--- src/rtl/tri_bbox_scanner.sv ---
// Latches a triangle, computes its screen-clipped bounding box and walks it in raster order,
// handing each point to the tester and streaming the verdicts to the pixel writer.
module tri_bbox_scanner #(
  parameter int XW    = 11,
  parameter int YW    = 10,
  parameter int X_LIM = 1279,
  parameter int Y_LIM = 1023,
  parameter int CNTW  = 22
) (
  input  logic            clk,
  input  logic            reset,
  input  logic            start,
  input  logic [XW-1:0]   ax,
  input  logic [XW-1:0]   bx,
  input  logic [XW-1:0]   cx,
  input  logic [YW-1:0]   ay,
  input  logic [YW-1:0]   by,
  input  logic [YW-1:0]   cy,
  output logic [XW-1:0]   px,
  output logic [YW-1:0]   py,
  output logic            pt_req,
  input  logic            pt_done,
  input  logic            pt_inside,
  output logic            pix_valid,
  output logic [XW-1:0]   pix_x,
  output logic [YW-1:0]   pix_y,
  output logic            pix_in,
  output logic [CNTW-1:0] in_cnt,
  output logic            busy,
  output logic            done
);

  localparam logic [XW-1:0] XL = XW'(X_LIM);
  localparam logic [YW-1:0] YL = YW'(Y_LIM);

  typedef enum logic [2:0] {IDLE, BBOX, ISSUE, WAIT, EMIT, DONE} state_t;
  state_t state, state_nxt;

  logic [XW-1:0] va_x, vb_x, vc_x, xmin, xmax, xlo, xhi;
  logic [YW-1:0] va_y, vb_y, vc_y, ymin, ymax, ylo, yhi;
  logic          box_empty, last_pt;

  always_comb begin
    xlo = va_x;
    if (vb_x < xlo) xlo = vb_x;
    if (vc_x < xlo) xlo = vc_x;
    xhi = va_x;
    if (vb_x > xhi) xhi = vb_x;
    if (vc_x > xhi) xhi = vc_x;
    ylo = va_y;
    if (vb_y < ylo) ylo = vb_y;
    if (vc_y < ylo) ylo = vc_y;
    yhi = va_y;
    if (vb_y > yhi) yhi = vb_y;
    if (vc_y > yhi) yhi = vc_y;
  end

  assign box_empty = (xlo > XL) || (ylo > YL);
  // Test before increment so a box touching the top of the coordinate range never wraps.
  assign last_pt   = (px == xmax) && (py == ymax);
  assign pix_valid = (state == EMIT);
  assign done      = (state == DONE);

  always_ff @(posedge clk) begin
    if (reset) state <= IDLE;
    else       state <= state_nxt;
  end

  always_comb begin
    state_nxt = state;
    case (state)
      IDLE:    if (start) state_nxt = BBOX;
      BBOX:    state_nxt = box_empty ? DONE : ISSUE;
      ISSUE:   state_nxt = WAIT;
      WAIT:    if (pt_done) state_nxt = EMIT;
      EMIT:    state_nxt = last_pt ? DONE : ISSUE;
      DONE:    state_nxt = IDLE;
      default: state_nxt = IDLE;
    endcase
  end

  always_ff @(posedge clk) begin
    if (reset) begin
      va_x <= '0; vb_x <= '0; vc_x <= '0;
      va_y <= '0; vb_y <= '0; vc_y <= '0;
      xmin <= '0; xmax <= '0; ymin <= '0; ymax <= '0;
      px <= '0; py <= '0; pt_req <= 1'b0;
      pix_x <= '0; pix_y <= '0; pix_in <= 1'b0;
      in_cnt <= '0; busy <= 1'b0;
    end else begin
      case (state)
        IDLE: if (start) begin
          va_x <= ax; vb_x <= bx; vc_x <= cx;
          va_y <= ay; vb_y <= by; vc_y <= cy;
          in_cnt <= '0;
          busy   <= 1'b1;
        end
        BBOX: begin
          xmin <= xlo;
          ymin <= ylo;
          xmax <= (xhi > XL) ? XL : xhi;
          ymax <= (yhi > YL) ? YL : yhi;
          px   <= xlo;
          py   <= ylo;
        end
        ISSUE: pt_req <= 1'b1;
        WAIT: if (pt_done) begin
          pt_req <= 1'b0;
          // An unknown verdict counts as outside.
          pix_in <= (pt_inside === 1'b1);
          pix_x  <= px;
          pix_y  <= py;
        end
        EMIT: begin
          if (pix_in && !(&in_cnt)) in_cnt <= in_cnt + CNTW'(1);
          if (!last_pt) begin
            if (px == xmax) begin
              px <= xmin;
              py <= py + YW'(1);
            end else begin
              px <= px + XW'(1);
            end
          end
        end
        DONE: busy <= 1'b0;
        default: ;
      endcase
    end
  end

endmodule
--- config.mk ---
export PLATFORM = sky130hd
export DESIGN_NAME = tri_bbox_scanner
export DESIGN_NICKNAME = d
export VERILOG_FILES = /design/src/rtl/tri_bbox_scanner.sv
export SDC_FILE = /design/constraint.sdc
export NUM_CORES = 1
export LEC_CHECK = 0
export ABC_CLOCK_PERIOD_IN_PS = 4500
export BUFFER_PORTS_ARGS = -buffer_cell sky130_fd_sc_hd__clkbuf_2
export CAP_MARGIN = 10
export CORE_ASPECT_RATIO = 2
export CORE_MARGIN = 10
export CORE_UTILIZATION = 50
export DETAILED_ROUTE_END_ITERATION = 8
export HOLD_SLACK_MARGIN = 0.06
export PLACE_DENSITY = 0.74
export SETUP_SLACK_MARGIN = 0.1
export SKIP_CTS_REPAIR_TIMING = 1
export SYNTH_ARGS = -nofsm -noshare
export SYNTH_HDL_FRONTEND = slang
export SYNTH_SLANG_ARGS = --single-unit
--- constraint.sdc ---
create_clock -name clk -period 4.5 [get_ports clk]
set_clock_uncertainty 0.1 [all_clocks]
set_input_delay 0.675 -clock clk [delete_from_list [all_inputs] [get_ports clk]]
set_output_delay 0.675 -clock clk [all_outputs]
set_load 0.01 [all_outputs]
======== Word level (Yosys, flattened, before mapping) ========
Cells that the tools add are included.
word-level totals
  output and inout bits ................... 69
  register bits ........................... 165
  memories ................................ 0
  word-level logic and storage cells ...... 92
  ROM bits ................................ 0
  bits in latches ......................... 0
  RAM bits ................................ 0
  input port bits ......................... 68
cells by class
  mux-type cells .......................... 28
  shift operators ......................... 0
  magnitude comparators ................... 12
  bitwise logic cells ..................... 0
  add/subtract/negate cells ............... 3
  divide/modulo/power cells ............... 0
  eq/ne operators ......................... 13
  reduce and logical (&&, ||, !) cells .... 18
  multiply operators ...................... 0
operators by type and width
  operator                 number
  $mux W11                 7
  $mux W10                 7
  $mux W22                 2
  $pmux W22 S2             1
  $add A22 B1 Y22 const B  1
  $gt A11 B11 Y1           2
  $gt A11 B11 Y1 const B   2
  $lt A11 B11 Y1           2
  $pmux W11 S2             1
  $reduce_and A22 Y1       1
  $gt A10 B10 Y1           2
  $gt A10 B10 Y1 const B   2
  $lt A10 B10 Y1           2
  $pmux W10 S2             1
  $pmux W3 S5              1
  $mux W3                  4
  $reduce_and A2 Y1        6
  $add A11 B1 Y11 const B  1
  $eq A11 B11 Y1           1
  $add A10 B1 Y10 const B  1
  $eq A10 B10 Y1           1
  $reduce_bool A2 Y1       4
  $eq A3 B2 Y1 const B     2
  $eq A3 B3 Y1 const B     2
  other kinds (11)         18

======== Logic depth before layout (Yosys ltp) ========
Gate-level depths: netlist (run 1).
  depth after elaboration ................. 8
  gate-level depth with buffers ........... 18
  mapped depth without buffers ............ 15

======== Worst setup path before layout (run 1) ========
Ideal clock, no wire load.
  path type ............................... register -> register
  start point ............................. reg va_x[9]
  end point ............................... reg xmax[0]
  data required time ...................... 4256 ps
  arrival time ............................ 4077 ps
  buffers on the path ..................... 2
  cell stages (with the launch flop) ...... 18
  setup time .............................. 144 ps
  clock period less this slack ............ 4321 ps
  path slack .............................. 179 ps
  cells stage by stage .................... dfxtp_1 inv_1 ha_1 nand4_1 a211o_1 o2111a_1 buf_4 nor2_4 mux2i_1 ha_1 a211oi_1 nor2_1 o31ai_1 or2_2 buf_2 mux2_2 o21ai_1 a311oi_1
on the way
  word-level cells in the longest chain between the ends .. 6
RTL lines
  element                 RTL line  source
  start, declared         39        logic [XW-1:0] va_x, vb_x, vc_x, xmin, xmax, xlo, xhi;
  start signal, assigned  84        va_x <= '0; vb_x <= '0; vc_x <= '0;
  start signal, assigned  93        va_x <= ax; vb_x <= bx; vc_x <= cx;
  $gt A11 B11 Y1          48        if (vb_x > xhi) xhi = vb_x;
  $mux W11 *              48
  $gt A11 B11 Y1          49        if (vc_x > xhi) xhi = vc_x;
  $mux W11 *              49
  $gt A11 B11 Y1          101       xmax <= (xhi > XL) ? XL : xhi;
  $mux W11 *              101
  end signal, assigned    101
  end, declared           39
Every way passes the cells marked *; elsewhere a longest branch is shown, timed or not.
A chain may end at the register's enable or synchronous reset.

======== Final worst setup path (run 1) ========
  start point ............................. reg va_x[8]
  end point ............................... reg px[5]
on the way
  word-level cells in the longest chain between the ends .. 5
RTL lines
  element               RTL line  source
  $lt A11 B11 Y1        45        if (vb_x < xlo) xlo = vb_x;
  $mux W11 *            45
  $lt A11 B11 Y1        46        if (vc_x < xlo) xlo = vc_x;
  $mux W11 *            46
  $pmux W11 S2 *        91        case (state)
  end signal, assigned  103       px <= xlo;
  end signal, assigned  118       px <= xmin;
  end signal, assigned  121       px <= px + XW'(1);
  end, declared         19        output logic [XW-1:0] px,
Marked as above.

==> report_table.html, run 1 <==
<table>
<tr><th>Metric</th><th>Value</th></tr>
<tr><th colspan="2">STA</th></tr>
<tr><td>Minimum clock period</td><td>approximately 4100 ps</td></tr>
<tr><td>Portion of the clock cycle consumed by the worst path in the final layout</td><td>between 90 and 100%</td></tr>
<tr><td>Headroom to the max-slew limit</td><td>between 15 and 20%</td></tr>
<tr><td>Actual transition at the worst max-transition pin</td><td>~1200 ps</td></tr>
<tr><td>Achievable Freq</td><td>around 0.24 GHz</td></tr>
<tr><td>Final hold violations</td><td>0</td></tr>
<tr><td>Max Transition Viols Final</td><td>0</td></tr>
<tr><td>RSZ-0062 raised after global routing</td><td>false</td></tr>
<tr><td>Final TNS setup</td><td>0 ps</td></tr>
<tr><td>Final setup fails</td><td>0</td></tr>
<tr><th colspan="2">Clock network</th></tr>
<tr><td>Buffer type at the clock tree root</td><td>clkbuf_16</td></tr>
<tr><td>Clock Pin Slew Worst Setup and Hold Paths</td><td>~60 ps</td></tr>
<tr><td>Clock latency reported for the late side of the worst-skew pair</td><td>around 440 ps</td></tr>
<tr><td>CTS tree</td><td>built</td></tr>
<tr><td>H-tree levels</td><td>4</td></tr>
<tr><td>Clock sink count</td><td>165</td></tr>
<tr><td>Clock tree buffer depth</td><td>2</td></tr>
<tr><td>CTS buffer count</td><td>17</td></tr>
<tr><th colspan="2">Routing</th></tr>
<tr><td>Number of search-and-repair iterations in the first detailed-routing pass</td><td>5</td></tr>
<tr><td>Initial DRC count</td><td>between 300 and 400</td></tr>
<tr><td>Detail Route Antenna Nets</td><td>0</td></tr>
<tr><td>Total Wirelength</td><td>between 20,000 and 30,000 µm</td></tr>
<tr><td>Vias per std cell</td><td>5.70</td></tr>
<tr><td>Post-route DRC</td><td>0</td></tr>
<tr><td>Post-detailed-route wirelength per cell</td><td>roughly 17 µm</td></tr>
<tr><td>Total vias in the final route</td><td>a little under 9,000</td></tr>
<tr><th colspan="2">Synthesis</th></tr>
<tr><td>Most common flop cell mapped by yosys</td><td>dfxtp_1</td></tr>
<tr><td>Post-Synthesis Cell Area</td><td>about 9500 µm²</td></tr>
<tr><td>Leading cell type by number of instances after synthesis</td><td>nand2_1</td></tr>
<tr><td>Number of enable-type register cells in the synthesized netlist</td><td>0</td></tr>
<tr><td>Total of flip-flops plus latches after synthesis</td><td>around 170</td></tr>
<tr><td>Number of different library cells in the post-synthesis netlist</td><td>63</td></tr>
<tr><td>Average cell area after synthesis</td><td>between 8 and 9 µm²</td></tr>
<tr><td>Share of synthesized registers carrying an async set or reset</td><td>0%</td></tr>
<tr><td>Cells after synthesis</td><td>about 1,200</td></tr>
<tr><td>Top-area cell type share of the netlist area</td><td>34.6%</td></tr>
<tr><td>Most area-hungry cell type in the Yosys netlist</td><td>dfxtp_1</td></tr>
<tr><td>Post-synth top cells</td><td>nand2_1 (212), dfxtp_1 (165), a21oi_1 (138), nor2_1 (76), ha_1 (64)</td></tr>
<tr><td>Synthesized net count</td><td>1,323</td></tr>
<tr><td>Synth warn</td><td>0</td></tr>
<tr><td>Sequential share of the synthesized area</td><td>between 30% and 40%</td></tr>
<tr><td>Cell types occupying the most area after synthesis</td><td>dfxtp_1 (35%), ha_1 (8.4%), nand2_1 (8.3%)</td></tr>
<tr><th colspan="2">Layout</th></tr>
<tr><td>Area overhead of the layout relative to synthesis</td><td>16.5%</td></tr>
<tr><td>Final cell count without fillers</td><td>about 1,600</td></tr>
<tr><td>Diodes inserted</td><td>0</td></tr>
<tr><td>Number of nets in the finished design</td><td>roughly 1,400</td></tr>
<tr><td>Share of final-layout standard cells stronger than drive strength 1</td><td>18.7%</td></tr>
<tr><th colspan="2">Die</th></tr>
<tr><td>Std-Cell Rows</td><td>around 70</td></tr>
<tr><td>Die W</td><td>118 µm</td></tr>
<tr><td>Core Region</td><td>18,800 µm²</td></tr>
<tr><td>Vert. Die Dim</td><td>215 µm</td></tr>
<tr><td>Die Outline Area</td><td>25,300 µm²</td></tr>
<tr><td>Effective utilization at floorplan</td><td>50.6%</td></tr>
<tr><td>Num ports</td><td>around 140</td></tr>
<tr><th colspan="2">Power</th></tr>
<tr><td>Peak VDD IR</td><td>0.343 mV</td></tr>
<tr><td>Static power due to leakage</td><td>approximately 4.6 nW</td></tr>
<tr><td>Total design power</td><td>0.00798 W</td></tr>
<tr><td>Power density cells</td><td>718 nW/µm²</td></tr>
<tr><th colspan="2">GRT</th></tr>
<tr><td>Vias in the first global route</td><td>about 9,000</td></tr>
<tr><td>GRT Total Usage</td><td>between 20% and 30%</td></tr>
<tr><td>GR Overflow Total</td><td>0</td></tr>
<tr><td>Wire length of the first global-routing pass</td><td>about 44,000 µm</td></tr>
<tr><td>Number of antenna violations at the first check in global routing</td><td>1</td></tr>
<tr><td>Largest net degree at the start of global routing</td><td>between 100 and 150</td></tr>
<tr><th colspan="2">Setup path</th></tr>
<tr><td>Biggest fanout along the worst timing path</td><td>15</td></tr>
<tr><td>Number of cells on the worst reg-to-reg path</td><td>16</td></tr>
<tr><td>Cell breakdown of the critical path</td><td>inv_1 -&gt; ha_1 -&gt; a211o_1 -&gt; o211ai_2 -&gt; o2111a_2 -&gt; buf_4 -&gt; mux2i_1 -&gt; ha_1 -&gt; nand4_1 -&gt; nor3_1 -&gt; and3_1 -&gt; a2111oi_4 -&gt; buf_4 -&gt; clkbuf_16 -&gt; or3_1 -&gt; a311oi_1</td></tr>
<tr><td>Delay of the slowest cell on the worst path</td><td>480 ps</td></tr>
<tr><td>Data required time of the critical path</td><td>approximately 4700 ps</td></tr>
<tr><td>Kind of critical path</td><td>register to register</td></tr>
<tr><td>Kind of launch point of the worst setup path</td><td>register</td></tr>
<tr><td>Type of element capturing the critical path</td><td>register</td></tr>
<tr><td>Slowest cell on the critical path</td><td>mux2i_1</td></tr>
<tr><td>Crit path DAT</td><td>~4400 ps</td></tr>
<tr><th colspan="2">Run status</th></tr>
<tr><td>Status</td><td>complete, no violations</td></tr>
<tr><th colspan="2">Placement</th></tr>
<tr><td>Number of I/O port buffers</td><td>approximately 140</td></tr>
<tr><td>Number of placed instances, taps included</td><td>1,529</td></tr>
<tr><td>Final HPWL DP</td><td>~20,000 µm</td></tr>
<tr><td>Final weighted congestion in routability-driven placement</td><td>about 0.95</td></tr>
<tr><th colspan="2">Flow run</th></tr>
<tr><td>Max Cap Viol</td><td>0</td></tr>
<tr><th colspan="2">Hold path</th></tr>
<tr><td>Cell depth of the worst min-delay path</td><td>3</td></tr>
<tr><td>Worst hold path class</td><td>input pin to register</td></tr>
</table>
-- cell families (layout without fill, tap and decap cells) --
family,Yosys count,after routing,share of synthesized area (%)
AO/OA/AOI/OAI,290,290,18.8
XOR/XNOR,48,48,4.41
adder cells (fa/ha/maj),64,64,8.40
buffers and inverters,130,249,5.42
flip-flops,165,165,34.6
multiplexers,73,73,8.03
AND/OR/NAND/NOR,421,421,20.3
-- worst paths after layout --
check                              start  slack [ps]  endpoint
worst max-delay path             va_x[8]         360     px[5]
worst min-delay path               by[1]         350   vb_y[1]
worst max register to register   va_x[8]         360     px[5]
worst min register to register  pix_y[6]         350  pix_y[6]
-- metrics by stage --
step	hold WS [ps]	area, µm²	setup slack (ps)	util (%)
2_1_floorplan	317	9540	179	-
3_3_place_gp	330	10400	307	55.3
3_5_place_dp	337	10400	113	55.3
4_1_cts	330	11000	92.6	58.4
5_1_grt	342	11100	51.9	59.0
6_report	346	11100	358	59.0
-- final cells by class --
cell class	count	area, µm²
clock buffers	21	460
clock inverters	11	128
repair buffers	161	901
fillers	1788	7720
flip-flops and latches	165	3310
inverters	56	210
multi-input cells	896	5790
well taps	255	319
-- worst max-delay path: cells and delay by family (launching register included) --
family                   cells  cell delay [ps]
buffers and inverters        4              590
adder cells (fa/ha/maj)      2              530
flip-flops                   1              360
multiplexers                 1              480
AND/OR/NAND/NOR              4              940
AO/OA/AOI/OAI                5             1020
-- per-layer routing --
layer / track usage (%) / part of all wire [%] / vias to the layer above
met5: 0 / 0.049 / -
met4: 9.98 / 3.6 / 2
met3: 5.64 / 6.0 / 73
met2: 37.6 / 52 / 256
met1: 21.5 / 39 / 4178
li1: - / - / 4408
-- power by group --
part           switching (W)  leakage, nW  internal, W
Sequential          0.000403         1.34      0.00174
Combinational        0.00243         2.95      0.00195
Clock               0.000602        0.279     0.000846
-- registers in the layout (all words and copies together), names as in the netlist, 3 cells and up --
register,count
in_cnt,22
pix_x,11
px,11
va_x,11
vb_x,11
vc_x,11
xmax,11
xmin,11
pix_y,10
py,10
va_y,10
vb_y,10
vc_y,10
ymax,10
state,3
-- placed cells by master (no fill, tap or decap), drive strengths merged, types with 6 or more instances in the layout --
master,synthesis,layout
nand2,212,212
dfxtp,165,165
clkbuf,61,157
a21oi,138,138
nor2,78,78
ha,64,64
inv,56,56
o21ai,51,51
mux2i,48,48
xor2,28,28
nand3,28,28
mux2,25,25
buf,13,25
nand3b,21,21
xnor2,20,20
a311oi,17,17
or3,16,16
nand4,14,14
a21o,14,14
a211oi,12,12
and3,11,11
nor3,11,11
o211ai,8,8
a31oi,8,8
a2111oi,8,8
nor2b,6,6
nor4,6,6
o22ai,6,6
clkinv,0,6
Note: power is estimated with default switching activity, not from simulation.
==> inputs of run 2 (changes only) <==
ABC_CLOCK_PERIOD_IN_PS = 4700   (was 4500)
PLACE_DENSITY = 0.71   (was 0.74)
clock period = 4.7 ns   (was 4.5 ns; I/O delays follow)
==> run 2 against run 1 <==
Against the previous run:
- sequential power shrank 5%
- sequential cell count stayed put
- wire length is 0.97% lower
- register-to-register slack better by 100 ps
- final cell count stayed put
- setup slack gained 100 ps
- sequential share of layout area grew 0.20 points
- first-iteration DRC count increased by 19%
- count of clock-buffer cells in the layout shrank 2
==> report_table.html, run 2 (same netlist as run 1, synthesis figures left out) <==
<table>
<tr><th>Metric</th><th>Value</th></tr>
<tr><th colspan="2">Run status</th></tr>
<tr><td>Status</td><td>complete, no violations</td></tr>
<tr><th colspan="2">GRT</th></tr>
<tr><td>GR Overflow Total</td><td>0</td></tr>
<tr><td>Largest net degree at the start of global routing</td><td>between 100 and 150</td></tr>
<tr><td>GRT Total Usage</td><td>roughly a fifth</td></tr>
<tr><td>Number of antenna violations at the first check in global routing</td><td>0</td></tr>
<tr><td>Wire length of the first global-routing pass</td><td>between 40,000 and 50,000 µm</td></tr>
<tr><td>Vias in the first global route</td><td>around 8,900</td></tr>
<tr><th colspan="2">Power</th></tr>
<tr><td>Peak VDD IR</td><td>~0.34 mV</td></tr>
<tr><td>Static power due to leakage</td><td>approximately 4.6 nW</td></tr>
<tr><td>Power density cells</td><td>around 670 nW/µm²</td></tr>
<tr><th colspan="2">Layout</th></tr>
<tr><td>Max reg flops</td><td>22</td></tr>
<tr><td>Highest-count cells in the layout ignoring fill and taps</td><td>nand2_1 (211), dfxtp_1 (165), a21oi_1 (137)</td></tr>
<tr><td>Diodes inserted</td><td>0</td></tr>
<tr><td>Area overhead of the layout relative to synthesis</td><td>15.6%</td></tr>
<tr><td>Share of final-layout standard cells stronger than drive strength 1</td><td>a little under a fifth</td></tr>
<tr><td>Most common cell after layout, fill and taps aside</td><td>nand2_1</td></tr>
<tr><td>Final Core Density</td><td>just under 60%</td></tr>
<tr><td>Biggest register</td><td>in_cnt</td></tr>
<tr><td>Number of nets in the finished design</td><td>~1,400</td></tr>
<tr><th colspan="2">STA</th></tr>
<tr><td>Final TNS setup</td><td>0 ps</td></tr>
<tr><td>Portion of the clock cycle consumed by the worst path in the final layout</td><td>90.3%</td></tr>
<tr><td>Final hold violations</td><td>0</td></tr>
<tr><td>Actual transition at the worst max-transition pin</td><td>around 1200 ps</td></tr>
<tr><td>Final setup fails</td><td>0</td></tr>
<tr><td>RSZ-0062 raised after global routing</td><td>false</td></tr>
<tr><td>Max Transition Viols Final</td><td>0</td></tr>
<tr><td>Achievable Freq</td><td>around 0.24 GHz</td></tr>
<tr><td>Headroom to the max-slew limit</td><td>15.9%</td></tr>
<tr><td>Minimum clock period</td><td>4240 ps</td></tr>
<tr><th colspan="2">Die</th></tr>
<tr><td>Std-Cell Rows</td><td>roughly 70</td></tr>
<tr><td>Die Outline Area</td><td>25,300 µm²</td></tr>
<tr><td>Vert. Die Dim</td><td>215 µm</td></tr>
<tr><td>Core Region</td><td>~19,000 µm²</td></tr>
<tr><td>Die W</td><td>approximately 120 µm</td></tr>
<tr><td>Effective utilization at floorplan</td><td>between 50% and 60%</td></tr>
<tr><td>Num ports</td><td>137</td></tr>
<tr><th colspan="2">Routing</th></tr>
<tr><td>Total vias in the final route</td><td>8,816</td></tr>
<tr><td>Post-route DRC</td><td>0</td></tr>
<tr><td>Met1 routed wirelength after detailed routing</td><td>approximately 11,000 µm</td></tr>
<tr><td>Number of search-and-repair iterations in the first detailed-routing pass</td><td>5</td></tr>
<tr><td>Initial DRC count</td><td>~470</td></tr>
<tr><td>Sum of met2 wire segment lengths after detailed routing</td><td>13,600 µm</td></tr>
<tr><td>Uppermost metal layer occupied by signal nets</td><td>met4</td></tr>
<tr><td>Vias per std cell</td><td>5.63</td></tr>
<tr><td>Detail Route Antenna Nets</td><td>0</td></tr>
<tr><td>Post-detailed-route wirelength per cell</td><td>roughly 17 µm</td></tr>
<tr><td>Detail Route met3 WL</td><td>between 1000 and 1500 µm</td></tr>
<tr><td>Total Wirelength</td><td>26,300 µm</td></tr>
<tr><th colspan="2">Clock network</th></tr>
<tr><td>CTS buffer count</td><td>17</td></tr>
<tr><td>CTS tree</td><td>built</td></tr>
<tr><td>Buffer type at the clock tree root</td><td>clkbuf_16</td></tr>
<tr><td>Clock Pin Slew Worst Setup and Hold Paths</td><td>~70 ps</td></tr>
<tr><td>H-tree levels</td><td>4</td></tr>
<tr><td>Clock sink count</td><td>between 150 and 200</td></tr>
<tr><td>Clock tree buffer depth</td><td>2</td></tr>
<tr><td>Clock latency reported for the late side of the worst-skew pair</td><td>roughly 450 ps</td></tr>
<tr><th colspan="2">Hold path</th></tr>
<tr><td>Min-Delay Startpoint</td><td>xmin[1]</td></tr>
<tr><td>Cell depth of the worst min-delay path</td><td>2</td></tr>
<tr><td>Worst hold endpoint</td><td>xmin[1]</td></tr>
<tr><td>Worst hold path class</td><td>register to register</td></tr>
<tr><th colspan="2">Setup path</th></tr>
<tr><td>Critical R2R Capture</td><td>xmax[6]</td></tr>
<tr><td>Number of cells on the worst reg-to-reg path</td><td>16</td></tr>
<tr><td>Type of element capturing the critical path</td><td>register</td></tr>
<tr><td>Data required time of the critical path</td><td>just under 5000 ps</td></tr>
<tr><td>Worst-case register-to-register setup slack</td><td>roughly 460 ps</td></tr>
<tr><td>Crit path DAT</td><td>roughly 4400 ps</td></tr>
<tr><td>Biggest fanout along the worst timing path</td><td>8</td></tr>
<tr><td>Kind of launch point of the worst setup path</td><td>register</td></tr>
<tr><td>Kind of critical path</td><td>register to register</td></tr>
<tr><td>Worst r2r src</td><td>va_x[9]</td></tr>
<tr><th colspan="2">Placement</th></tr>
<tr><td>Number of I/O port buffers</td><td>approximately 140</td></tr>
<tr><td>Final weighted congestion in routability-driven placement</td><td>roughly 0.90</td></tr>
<tr><td>Final HPWL DP</td><td>roughly 20,000 µm</td></tr>
<tr><th colspan="2">Flow run</th></tr>
<tr><td>Max Cap Viol</td><td>0</td></tr>
</table>
-- run 2: final cells by class --
cell class,instances,area (µm²)
Clock buffer,19,443
Clock inverter,13,114
Fill cell,1811,7810
Inverter,56,210
Multi-Input combinational cell,896,5760
Sequential cell,165,3300
Tap cell,255,319
Timing Repair Buffer,161,878
-- run 2: layer usage --
layer / vias to the layer above / global-route usage, %
li1: 4417 / -
met1: 4101 / 22.1
met2: 241 / 37.3
met3: 57 / 5.28
met4: 0 / 8.78
met5: - / 0
-- run 2: worst max-delay path, cell delays in order, from the launching register on --
cell      delay, ps
dfxtp_1         400
inv_1            80
ha_1            310
nand4_1         170
a211o_1         340
o2111a_2        220
nor2_4          220
buf_4           170
mux2i_1         230
ha_1            310
a21oi_1         180
a31oi_1         100
o31ai_1         240
or2_2           210
mux2_2          380
o21ai_4         250
a311oi_1        140
-- run 2: metrics by stage --
stage                     setup slack (ps)  area, µm²  cells  hold WS [ps]  total power (W)
after global placement                 279      10400   1529           332          0.00586
after detailed placement               149      10400   1529           337          0.00596
after global routing                   135      11000   1565           366          0.00797
after floorplan                        379       9540   1191           317          0.00500
after CTS                             95.3      11000   1561           355          0.00730
final                                  458      11000   1565           351          0.00740
-- run 2: worst max path at each step --
stage          startpoint  endpoint  slack (ps)  cells past startpoint
4_1_cts           va_x[9]   xmax[6]         100                     15
2_1_floorplan     va_x[9]   xmax[0]         380                     17
3_3_place_gp      va_x[9]   xmin[1]         280                     16
6_report          va_x[9]   xmax[6]         460                     16
3_5_place_dp      va_x[9]   xmax[7]         150                     15
5_1_grt           va_x[9]   xmax[6]         130                     16
-- run 2: power by group --
group	internal [W]	switching, W
sequential	0.00166	0.000372
combinational	0.00176	0.00229
clock	0.000706	0.000619
==> inputs of run 3 (changes only) <==
--- a/config.mk
+++ b/config.mk
@@ -6,9 +6,9 @@
 export NUM_CORES = 1
 export LEC_CHECK = 0
-export ABC_CLOCK_PERIOD_IN_PS = 4700
+export ABC_CLOCK_PERIOD_IN_PS = 4600
 export BUFFER_PORTS_ARGS = -buffer_cell sky130_fd_sc_hd__clkbuf_2
 export CAP_MARGIN = 10
 export CORE_ASPECT_RATIO = 2
-export CORE_MARGIN = 10
+export CORE_MARGIN = 4
 export CORE_UTILIZATION = 50
 export DETAILED_ROUTE_END_ITERATION = 8
==> constraint.sdc (replaced) <==
create_clock -name clk -period 4.6 [get_ports clk]
set_clock_uncertainty 0.1 [all_clocks]
set_input_delay 0.23 -clock clk [delete_from_list [all_inputs] [get_ports clk]]
set_output_delay 0.23 -clock clk [all_outputs]
set_load 0.01 [all_outputs]
==> run 3 against run 2 <==
Against the previous run:
- final cell count rose by 4.0%
- sequential share of layout area is 1.8 points lower
- count of clock-buffer cells in the layout down 2
- setup slack lost 72 ps
- core utilization up 4.1 points
- non-clock buffer count up 63
- maximum frequency is 0.65% higher
- combinational power grew 3%
- critical endpoint is now xmax[1]
- largest cell class unchanged
- largest power group unchanged
- highest routed layer unchanged
==> report_table.html, run 3 (same netlist as run 1, synthesis figures left out) <==
<table>
<tr><th>Metric</th><th>Value</th></tr>
<tr><th colspan="2">Setup path</th></tr>
<tr><td>Number of cells on the worst reg-to-reg path</td><td>17</td></tr>
<tr><td>Crit path DAT</td><td>approximately 4400 ps</td></tr>
<tr><td>Kind of critical path</td><td>register to register</td></tr>
<tr><td>Biggest fanout along the worst timing path</td><td>8</td></tr>
<tr><td>Kind of launch point of the worst setup path</td><td>register</td></tr>
<tr><td>Worst-case register-to-register setup slack</td><td>approximately 390 ps</td></tr>
<tr><td>Start point of the critical path</td><td>va_x[7]</td></tr>
<tr><td>Type of element capturing the critical path</td><td>register</td></tr>
<tr><td>Critical R2R Capture</td><td>xmax[1]</td></tr>
<tr><td>Worst r2r src</td><td>va_x[7]</td></tr>
<tr><td>Data required time of the critical path</td><td>around 4800 ps</td></tr>
<tr><th colspan="2">Layout</th></tr>
<tr><td>Share of final-layout standard cells stronger than drive strength 1</td><td>around 18%</td></tr>
<tr><td>Final cell count without fillers</td><td>about 1,600</td></tr>
<tr><td>Area overhead of the layout relative to synthesis</td><td>23.1%</td></tr>
<tr><td>Final Core Density</td><td>a little over three fifths</td></tr>
<tr><td>Post-route cell area</td><td>11,700 µm²</td></tr>
<tr><td>Most common cell after layout, fill and taps aside</td><td>nand2_1</td></tr>
<tr><td>Biggest register</td><td>in_cnt</td></tr>
<tr><td>Multi-input logic area</td><td>~5800 µm²</td></tr>
<tr><td>FF/Latch Area</td><td>3300 µm²</td></tr>
<tr><td>Number of nets in the finished design</td><td>about 1,500</td></tr>
<tr><td>Highest-count cells in the layout ignoring fill and taps</td><td>nand2_1 (211), dfxtp_1 (165), a21oi_1 (138)</td></tr>
<tr><td>Fill cell total of the finished layout</td><td>1,667</td></tr>
<tr><td>Diodes inserted</td><td>0</td></tr>
<tr><td>Max reg flops</td><td>22</td></tr>
<tr><th colspan="2">STA</th></tr>
<tr><td>Final hold violations</td><td>0</td></tr>
<tr><td>Final setup fails</td><td>0</td></tr>
<tr><td>Portion of the clock cycle consumed by the worst path in the final layout</td><td>between 90% and 100%</td></tr>
<tr><td>Headroom to the max-slew limit</td><td>between 20 and 25%</td></tr>
<tr><td>Final TNS setup</td><td>0 ps</td></tr>
<tr><td>Achievable Freq</td><td>between 0.2 and 0.25 GHz</td></tr>
<tr><td>Max Transition Viols Final</td><td>0</td></tr>
<tr><td>RSZ-0062 raised after global routing</td><td>false</td></tr>
<tr><td>Minimum clock period</td><td>approximately 4200 ps</td></tr>
<tr><td>Actual transition at the worst max-transition pin</td><td>about 1200 ps</td></tr>
<tr><th colspan="2">Routing</th></tr>
<tr><td>Post-route DRC</td><td>0</td></tr>
<tr><td>Sum of met2 wire segment lengths after detailed routing</td><td>between 10,000 and 15,000 µm</td></tr>
<tr><td>Met1 routed wirelength after detailed routing</td><td>around 11,000 µm</td></tr>
<tr><td>Vias per std cell</td><td>5.58</td></tr>
<tr><td>Number of search-and-repair iterations in the first detailed-routing pass</td><td>5</td></tr>
<tr><td>Initial DRC count</td><td>~480</td></tr>
<tr><td>Detail Route Antenna Nets</td><td>0</td></tr>
<tr><td>Total vias in the final route</td><td>about 9,100</td></tr>
<tr><td>Total Wirelength</td><td>between 20,000 and 30,000 µm</td></tr>
<tr><td>Detail Route met3 WL</td><td>about 1300 µm</td></tr>
<tr><td>Uppermost metal layer occupied by signal nets</td><td>met4</td></tr>
<tr><td>Post-detailed-route wirelength per cell</td><td>about 17 µm</td></tr>
<tr><th colspan="2">Power</th></tr>
<tr><td>Static power due to leakage</td><td>between 4 and 5 nW</td></tr>
<tr><td>Power density cells</td><td>about 660 nW/µm²</td></tr>
<tr><td>Peak VDD IR</td><td>0.350 mV</td></tr>
<tr><th colspan="2">Placement</th></tr>
<tr><td>Final weighted congestion in routability-driven placement</td><td>0.878</td></tr>
<tr><td>Number of placed instances, taps included</td><td>approximately 1,500</td></tr>
<tr><td>Number of I/O port buffers</td><td>136</td></tr>
<tr><td>Final HPWL DP</td><td>19,400 µm</td></tr>
<tr><td>Total cell area at the placement stage</td><td>10,400 µm²</td></tr>
<tr><th colspan="2">GRT</th></tr>
<tr><td>Vias in the first global route</td><td>about 8,600</td></tr>
<tr><td>Largest net degree at the start of global routing</td><td>81</td></tr>
<tr><td>Wire length of the first global-routing pass</td><td>around 42,000 µm</td></tr>
<tr><td>GR Overflow Total</td><td>0</td></tr>
<tr><td>Number of antenna violations at the first check in global routing</td><td>0</td></tr>
<tr><td>GRT Total Usage</td><td>24.3%</td></tr>
<tr><th colspan="2">Die</th></tr>
<tr><td>Std-Cell Rows</td><td>around 70</td></tr>
<tr><td>Num ports</td><td>~140</td></tr>
<tr><td>Vert. Die Dim</td><td>between 200 and 250 µm</td></tr>
<tr><td>Die W</td><td>~110 µm</td></tr>
<tr><td>Die Outline Area</td><td>between 20,000 and 25,000 µm²</td></tr>
<tr><td>Effective utilization at floorplan</td><td>approximately 51%</td></tr>
<tr><td>Core Region</td><td>18,700 µm²</td></tr>
<tr><th colspan="2">Run status</th></tr>
<tr><td>Status</td><td>complete, no violations</td></tr>
<tr><th colspan="2">Clock network</th></tr>
<tr><td>CTS buffer count</td><td>17</td></tr>
<tr><td>Buffer type at the clock tree root</td><td>clkbuf_16</td></tr>
<tr><td>CTS tree</td><td>built</td></tr>
<tr><td>Clock latency reported for the late side of the worst-skew pair</td><td>about 430 ps</td></tr>
<tr><td>Clock tree buffer depth</td><td>2</td></tr>
<tr><td>Clock Pin Slew Worst Setup and Hold Paths</td><td>70 ps</td></tr>
<tr><td>Clock sink count</td><td>~170</td></tr>
<tr><td>H-tree levels</td><td>4</td></tr>
<tr><th colspan="2">Hold path</th></tr>
<tr><td>Worst hold endpoint</td><td>pt_req</td></tr>
<tr><td>Cell depth of the worst min-delay path</td><td>4</td></tr>
<tr><td>Worst hold path class</td><td>input pin to register</td></tr>
<tr><td>Min-Delay Startpoint</td><td>pt_done</td></tr>
<tr><th colspan="2">Flow run</th></tr>
<tr><td>Max Cap Viol</td><td>0</td></tr>
</table>
==> run 3: cell count changes in the layout (fill, tap and decap cells not counted), moves of 2 or more <==
cell	previous run	this run
buf_4	25	23
mux2i_1	44	42
dlygate4sd3_1	0	64
bufinv_16	0	3
clkinvlp_4	1	3
clkinv_4	4	0
==> run 3: cell type report <==
class,instances,area share [%]
Clock buffer,17,3.63
Clock inverter,15,1.64
Inverter,56,1.79
Multi-Input combinational cell,896,49.1
Sequential cell,165,28.1
Tap cell,255,2.72
Timing Repair Buffer,224,13.0
==> run 3: worst max path at each step <==
stage	endpoint	slack (ps)
final	xmax[1]	390
after global routing	xmax[1]	110
after CTS	xmin[1]	120
after global placement	px[0]	220
after floorplan	xmax[0]	280
after detailed placement	xmin[1]	140
==> run 3: critical path, cell delays in order (launching register included) <==
cell      delay (ps)
dfxtp_1          420
inv_1             70
ha_1             290
nand4_1          170
a211o_1          350
o2111a_2         250
nor2_4           220
buf_4            170
mux2_2           340
ha_1             190
nand4b_1         170
a31oi_1          190
o31ai_1           90
or2_2            330
mux2_2           300
o21ai_1          140
buf_4            170
a311oi_1         100
==> run 3: power breakdown <==
| part | switching (W) | internal (W) | total [W] |
|---|---|---|---|
| clock network | 0.000643 | 0.000872 | 0.00151 |
| registers | 0.000401 | 0.00170 | 0.00210 |
| logic | 0.00231 | 0.00185 | 0.00416 |
| total | 0.00336 | 0.00442 | 0.00778 |
==> run 3: layer usage <==
metal,track usage (%),vias up
li1,-,4537
met1,27.2,4210
met2,43.3,271
met3,5.38,60
met4,11.2,0
met5,0,-
==> run 3: metrics by stage <==
| stage | worst slack, ps | power, W | hold WS (ps) |
|---|---|---|---|
| floorplan | 279 | 0.00511 | 266 |
| global placement | 223 | 0.00602 | 331 |
| detailed placement | 136 | 0.00609 | 347 |
| CTS | 119 | 0.00764 | -113 |
| global route | 113 | 0.00833 | 76.7 |
| finish | 386 | 0.00778 | 36.3 |
